## config.mk

```make
export PLATFORM = sky130hd
export DESIGN_NAME = vend_ctrl
export DESIGN_NICKNAME = d
export VERILOG_FILES = /design/src/rtl/vend_ctrl.sv
export SDC_FILE = /design/constraint.sdc
export NUM_CORES = 1
export LEC_CHECK = 0
export ABC_CLOCK_PERIOD_IN_PS = 3850
export BUFFER_PORTS_ARGS = -buffer_cell sky130_fd_sc_hd__buf_2
export CORE_ASPECT_RATIO = 1.2
export CORE_UTILIZATION = 55
export DETAILED_ROUTE_END_ITERATION = 8
export GPL_ROUTABILITY_DRIVEN = 0
export PLACE_DENSITY = 0.77
export SETUP_SLACK_MARGIN = 0.02
export SLEW_MARGIN = 20
export SYNTH_ARGS = -nofsm -noshare
export SYNTH_HDL_FRONTEND = slang
export SYNTH_SLANG_ARGS = --single-unit
```

## constraint.sdc

```tcl
create_clock -name hz100 -period 3.85 [get_ports hz100]
set_clock_uncertainty 0.2 [all_clocks]
set_input_delay 0.5775 -clock hz100 [delete_from_list [all_inputs] [get_ports hz100]]
set_output_delay 0.5775 -clock hz100 [all_outputs]
set_load 0.05 [all_outputs]
```

## src/rtl/vend_ctrl.sv

```systemverilog
// Coin-operated vending controller: credits nickels/dimes/quarters, vends priced items,
// shows reject indications and pays change one nickel per cycle.
module vend_ctrl #(
    parameter int NUM_ITEMS  = 16,
    parameter int BAL_W      = 6,
    parameter int MAX_BAL    = 40,
    parameter int PRICE_BASE = 5,
    parameter int PRICE_STEP = 5,
    parameter int DISP_CYC   = 4,
    parameter int REJ_CYC    = 3
) (
    input  logic                         hz100,
    input  logic                         reset,
    input  logic                         coin_valid,
    input  logic [1:0]                   coin_val,
    input  logic                         sel_valid,
    input  logic [$clog2(NUM_ITEMS)-1:0] sel_item,
    input  logic                         refund_req,
    output logic [BAL_W-1:0]             balance,
    output logic [2:0]                   state,
    output logic                         dispense,
    output logic [$clog2(NUM_ITEMS)-1:0] dispense_item,
    output logic                         reject,
    output logic                         change,
    output logic                         coin_return
);

    localparam int IDX_W   = $clog2(NUM_ITEMS);
    localparam int CNT_MAX = (DISP_CYC > REJ_CYC) ? DISP_CYC : REJ_CYC;
    localparam int CNT_W   = $clog2(CNT_MAX + 1);
    // Headroom so balance+coin and price comparisons never overflow.
    localparam int SUM_W   = BAL_W + 4;

    typedef enum logic [2:0] {
        ST_INIT      = 3'd0,
        ST_MONEY     = 3'd1,
        ST_PURCHASED = 3'd2,
        ST_REJECTION = 3'd3,
        ST_REFUND    = 3'd4
    } state_e;

    function automatic logic [SUM_W-1:0] coin_nickels(input logic [1:0] cv);
        logic [SUM_W-1:0] n;
        case (cv)
            2'd0:    n = SUM_W'(3'd1);
            2'd1:    n = SUM_W'(3'd2);
            2'd2:    n = SUM_W'(3'd5);
            default: n = {SUM_W{1'b0}};
        endcase
        return n;
    endfunction

    // Price class is the item index modulo 4 (the low two bits).
    function automatic logic [SUM_W-1:0] price_of(input logic [IDX_W-1:0] idx);
        logic [1:0] cls;
        cls = 2'(idx);
        return SUM_W'(PRICE_BASE) + SUM_W'(cls) * SUM_W'(PRICE_STEP);
    endfunction

    state_e             state_q, state_d;
    logic [BAL_W-1:0]   balance_q, balance_d;
    logic [CNT_W-1:0]   cnt_q, cnt_d;
    logic               dispense_q, dispense_d;
    logic [IDX_W-1:0]   item_q, item_d;
    logic               reject_q, reject_d;
    logic               change_q, change_d;
    logic               coin_return_q, coin_return_d;

    logic [SUM_W-1:0]   sum_s;
    logic [SUM_W-1:0]   price_s;
    logic               coin_ok_s;
    logic               afford_s;

    assign sum_s     = SUM_W'(balance_q) + coin_nickels(coin_val);
    assign price_s   = price_of(sel_item);
    assign coin_ok_s = (coin_val != 2'd3) && (sum_s <= SUM_W'(MAX_BAL));
    assign afford_s  = (32'(sel_item) < NUM_ITEMS) && (SUM_W'(balance_q) >= price_s);

    // Next-state and next-output computation for the controller.
    always_comb begin
        state_d       = state_q;
        balance_d     = balance_q;
        cnt_d         = cnt_q;
        dispense_d    = dispense_q;
        item_d        = item_q;
        reject_d      = reject_q;
        change_d      = change_q;
        coin_return_d = 1'b0;

        case (state_q)
            ST_INIT: begin
                if (sel_valid) begin
                    state_d       = ST_REJECTION;
                    reject_d      = 1'b1;
                    cnt_d         = {CNT_W{1'b0}};
                    coin_return_d = coin_valid;
                end else if (coin_valid) begin
                    if (coin_ok_s) begin
                        balance_d = BAL_W'(sum_s);
                        state_d   = ST_MONEY;
                    end else begin
                        coin_return_d = 1'b1;
                    end
                end else begin
                    state_d = ST_INIT;
                end
            end
            ST_MONEY: begin
                if (refund_req) begin
                    state_d       = ST_REFUND;
                    change_d      = (balance_q != {BAL_W{1'b0}});
                    coin_return_d = coin_valid;
                end else if (sel_valid) begin
                    coin_return_d = coin_valid;
                    cnt_d         = {CNT_W{1'b0}};
                    if (afford_s) begin
                        balance_d  = balance_q - BAL_W'(price_s);
                        item_d     = sel_item;
                        dispense_d = 1'b1;
                        state_d    = ST_PURCHASED;
                    end else begin
                        reject_d = 1'b1;
                        state_d  = ST_REJECTION;
                    end
                end else if (coin_valid) begin
                    if (coin_ok_s) begin
                        balance_d = BAL_W'(sum_s);
                    end else begin
                        coin_return_d = 1'b1;
                    end
                end else begin
                    state_d = ST_MONEY;
                end
            end
            ST_PURCHASED: begin
                coin_return_d = coin_valid;
                if (cnt_q == CNT_W'(DISP_CYC - 1)) begin
                    dispense_d = 1'b0;
                    cnt_d      = {CNT_W{1'b0}};
                    if (balance_q != {BAL_W{1'b0}}) begin
                        state_d  = ST_REFUND;
                        change_d = 1'b1;
                    end else begin
                        state_d = ST_INIT;
                    end
                end else begin
                    cnt_d = cnt_q + CNT_W'(1'b1);
                end
            end
            ST_REJECTION: begin
                coin_return_d = coin_valid;
                if (cnt_q == CNT_W'(REJ_CYC - 1)) begin
                    reject_d = 1'b0;
                    cnt_d    = {CNT_W{1'b0}};
                    if (balance_q != {BAL_W{1'b0}}) begin
                        state_d = ST_MONEY;
                    end else begin
                        state_d = ST_INIT;
                    end
                end else begin
                    cnt_d = cnt_q + CNT_W'(1'b1);
                end
            end
            ST_REFUND: begin
                // change is already high for the cycle that shows the current balance.
                coin_return_d = coin_valid;
                if (balance_q > BAL_W'(1'b1)) begin
                    balance_d = balance_q - BAL_W'(1'b1);
                    change_d  = 1'b1;
                end else begin
                    balance_d = {BAL_W{1'b0}};
                    change_d  = 1'b0;
                    state_d   = ST_INIT;
                end
            end
            default: begin
                state_d    = ST_INIT;
                balance_d  = {BAL_W{1'b0}};
                cnt_d      = {CNT_W{1'b0}};
                dispense_d = 1'b0;
                item_d     = {IDX_W{1'b0}};
                reject_d   = 1'b0;
                change_d   = 1'b0;
            end
        endcase
    end

    // State and output registers with synchronous reset.
    always_ff @(posedge hz100) begin
        if (reset) begin
            state_q       <= ST_INIT;
            balance_q     <= {BAL_W{1'b0}};
            cnt_q         <= {CNT_W{1'b0}};
            dispense_q    <= 1'b0;
            item_q        <= {IDX_W{1'b0}};
            reject_q      <= 1'b0;
            change_q      <= 1'b0;
            coin_return_q <= 1'b0;
        end else begin
            state_q       <= state_d;
            balance_q     <= balance_d;
            cnt_q         <= cnt_d;
            dispense_q    <= dispense_d;
            item_q        <= item_d;
            reject_q      <= reject_d;
            change_q      <= change_d;
            coin_return_q <= coin_return_d;
        end
    end

    assign state         = state_q;
    assign balance       = balance_q;
    assign dispense      = dispense_q;
    assign dispense_item = item_q;
    assign reject        = reject_q;
    assign change        = change_q;
    assign coin_return   = coin_return_q;

endmodule

```

==> flow_summary_export.csv <==
group,metric,value,unit
logic_synthesis,ys.flop_type,"dfxtp_1",
cts,cts_buffers,3,
critical_path,cp-end-kind,"flip-flop",
power,pwr-share-comb,39.7,%
critical_path,r2r_slack,0.60,ns
global_routing,overflow,0,
placement,placed_cell_area,2110,um^2
critical_path,startpoint_type,"flip-flop",
logic_synthesis,netlist.area_leader.share,20.0,%
cts,post_cts_buffers,0,
die,core,3400,um^2
critical_path,critPathBufInv,1,
power,switching_share,40.7,%
critical_path,required,3.83,ns
placement,io_buffers,27,
global_routing,antenna_found_initial,0,
cts,cts.sinks,20,
detailed_routing,drc,4,
sta,hold_viol,0,
logic_synthesis,ys_warn_count,0,
power,irDropWorstVdd,0.218,mV
cells_and_area,fin_area,2180,um^2
sta,setup_ws,0.599,ns
power,intPower,0.470,mW
detailed_routing,dr.pass1.iters,7,
cts,cts_hold_buffers,0,
critical_path,critPathTopFamily,"simple AND/OR/NAND/NOR gates",
cts,clkLatencyLatePin,0.26,ns
critical_path,cp.arrival,3.23,ns
cells_and_area,syn2layout_area_growth,9.20,%
detailed_routing,routed_wl,5.15,mm
logic_synthesis,synth_edf_count,0,
placement,placedCellCount,312,
power,leakage,0.934,nW
global_routing,grt_max_degree,25,
cells_and_area,num-nets-final,309,
global_routing,grt_usage,28.3,%
placement,place_ws,0.472,ns
sta,rsz0062_at_grt,"no",
die,die_area,3880,um^2
detailed_routing,ant_nets,0,
flow_run,drv_cap,0,
power,power.total,0.791,mW
cts,clock-root-buffer,"clkbuf_8",
outcome,status,"finished with violations",
sta,period_needed,3.25,ns
detailed_routing,wire_per_inst,16.3,um
cells_and_area,fin_cells,316,
sta,tns,0,ns
cts,cts_tree,"yes",
detailed_routing,detail_route.vias_per_cell,6.52,
detailed_routing,routed-via-count,2059,
logic_synthesis,yosysTopAreaCell,"dfxtp_1",
outcome,violations,"DRC",
cells_and_area,drive_gt1_share,15.1,%
die,die_w,57.0,um
logic_synthesis,ys_ff_latch,20,
global_routing,grt_pass1_vias,1974,
sta,finalSetupViolCount,0,
die,die_y,68.1,um
critical_path,cp_max_fo,8,
sta,relSlewSlack,51.8,%
die,rows,23,
global_routing,grt_pass1_wl,8.65,mm
logic_synthesis,async_reset_ff_share,0,%
sta,max_freq,308,MHz
sta,tightest_slew,0.721,ns
logic_synthesis,avgSynthCellArea,7.57,um^2
power,p_seq_share,32.8,%
hold_path,hold_class,"reg2reg",
logic_synthesis,seq_area_frac_synth,20.0,%
cts,ctsLongestPathBuffers,2,
critical_path,cpPeakStageDelay,0.53,ns
die,initial_utilization,58.9,%
detailed_routing,drt-initial-drc-count,100,
power,p_per_area,363,nW/um^2
die,ios,28,
critical_path,criticalPathCategory,"reg2reg",
cts,clkSlewWorstSetupHoldPaths,0.08,ns
sta,slew_violations,0,
logic_synthesis,synth_cells,264,
placement,post-dp-hpwl,3.66,mm
cts,htree_levels,1,
logic_synthesis,ys_types,63,
sta,whs,0.254,ns
logic_synthesis,synthTopCellsByArea,"dfxtp_1 20%, ha_1 10%, a21oi_1 6.5%",
cts,ctsResizeCount,0,
power,power.switching,0.322,mW
cells_and_area,diodes,0,
critical_path,crit_path_top_delay_cell,"fa_1",
sta,post-route-period-util,84.4,%
logic_synthesis,syn-cell-area,2000,um^2
logic_synthesis,syn_nets,293,
power,clockPowerShare,27.4,%
critical_path,cp_cell_sequence,"inv_1 > fa_1 > and2b_4 > a2111oi_0 > and4b_1 > nand3_2 > or4b_1 > a311oi_2",
cells_and_area,utilization,64.3,%
routing by layer:
| layer | wire, um | global-route usage [%] | vias up |
|---|---|---|---|
| met5 | 0 | 0 | - |
| met3 | 302 | 2.65 | 17 |
| met4 | 165 | 14.0 | 0 |
| met2 | 2500 | 51.9 | 96 |
| met1 | 2180 | 33.1 | 930 |
| li1 | - | - | 1016 |
area by class of cell:
cell class / count / area [um^2]
multi-input combinational: 208 / 1450
clock buffer: 3 / 41.3
tap: 37 / 46.3
sequential: 20 / 400
fill: 320 / 1210
inverter: 19 / 71.3
timing repair buffer: 28 / 143
clock inverter: 1 / 30.0
cells in the final DEF, fill, tap and decap left out, drive strengths merged, types with 2 or more instances in the layout:
cell type / count
buf: 28
a21oi: 26
nor2: 22
dfxtp: 20
inv: 19
nand2: 17
ha: 16
a211oi: 12
o21ai: 9
nand3: 8
nand2b: 5
nor2b: 5
nor3: 5
or3: 5
o22ai: 5
a31oi: 5
nor3b: 5
a22oi: 5
a21o: 4
nand3b: 4
xnor2: 4
a311oi: 4
o21a: 3
o221ai: 3
clkbuf: 3
a2111oi: 2
o211ai: 2
o31a: 2
o31ai: 2
nand4: 2
fa: 2
or2: 2
and4: 2
or4b: 2
worst reg2reg max path, stage by stage (launching register included):
cell and delay (ns):
dfxtp_1 0.52, inv_1 0.25, fa_1 0.53, and2b_4 0.30, a2111oi_0 0.06, and4b_1 0.43, nand3_2 0.18, or4b_1 0.51
a311oi_2 0.19
cell usage after synthesis, types with 4 or more instances:
library cell	instances
o22ai_1	5
a22oi_1	5
ha_1	16
nand2b_1	5
o21ai_0	7
dfxtp_1	20
a211oi_1	11
nand2_1	17
nand3_1	7
nor2b_1	5
nor3b_1	5
nor2_1	22
clkbuf_1	12
a21o_1	4
nand3b_1	4
nor3_1	5
inv_1	19
a21oi_1	26
or3_1	5
a31oi_1	5
path summary, 6_finish.rpt:
kind | start | end | cells after the start
max reg2reg | balance[1] | balance[3] | 8
min reg2reg | change | change | 2
min | change | change | 2
max | balance[1] | balance[3] | 8
logic make-up (layout without fill, tap and decap cells):
logic type / Yosys count / count (layout) / share of synthesized area (%)
AO/OA/AOI/OAI: 94 / 94 / 32.7
XOR/XNOR: 5 / 5 / 2.57
adder cells (fa/ha/maj): 18 / 18 / 12.0
buffers and inverters: 36 / 51 / 7.38
flip-flops: 20 / 20 / 20.0
multiplexers: 1 / 1 / 0.563
AND/OR/NAND/NOR: 90 / 90 / 24.8
state kept, by name (all words and copies together) (netlist names):
| name | flops |
|---|---|
| dispense_item | 4 |
| balance | 6 |
| reject | 1 |
| change | 1 |
| dispense | 1 |
| coin_return | 1 |
| state | 3 |
| cnt_q | 3 |
power by group through the flow:
stage	combinational [mW]	sequential [mW]	clock, mW
after floorplan	0.216	0.285	0
after global placement	0.305	0.264	0
after detailed placement	0.308	0.264	0
after CTS	0.311	0.259	0.219
after global routing	0.346	0.265	0.229
final	0.314	0.260	0.217
No activity file was read; power rests on OpenSTA's default activity.
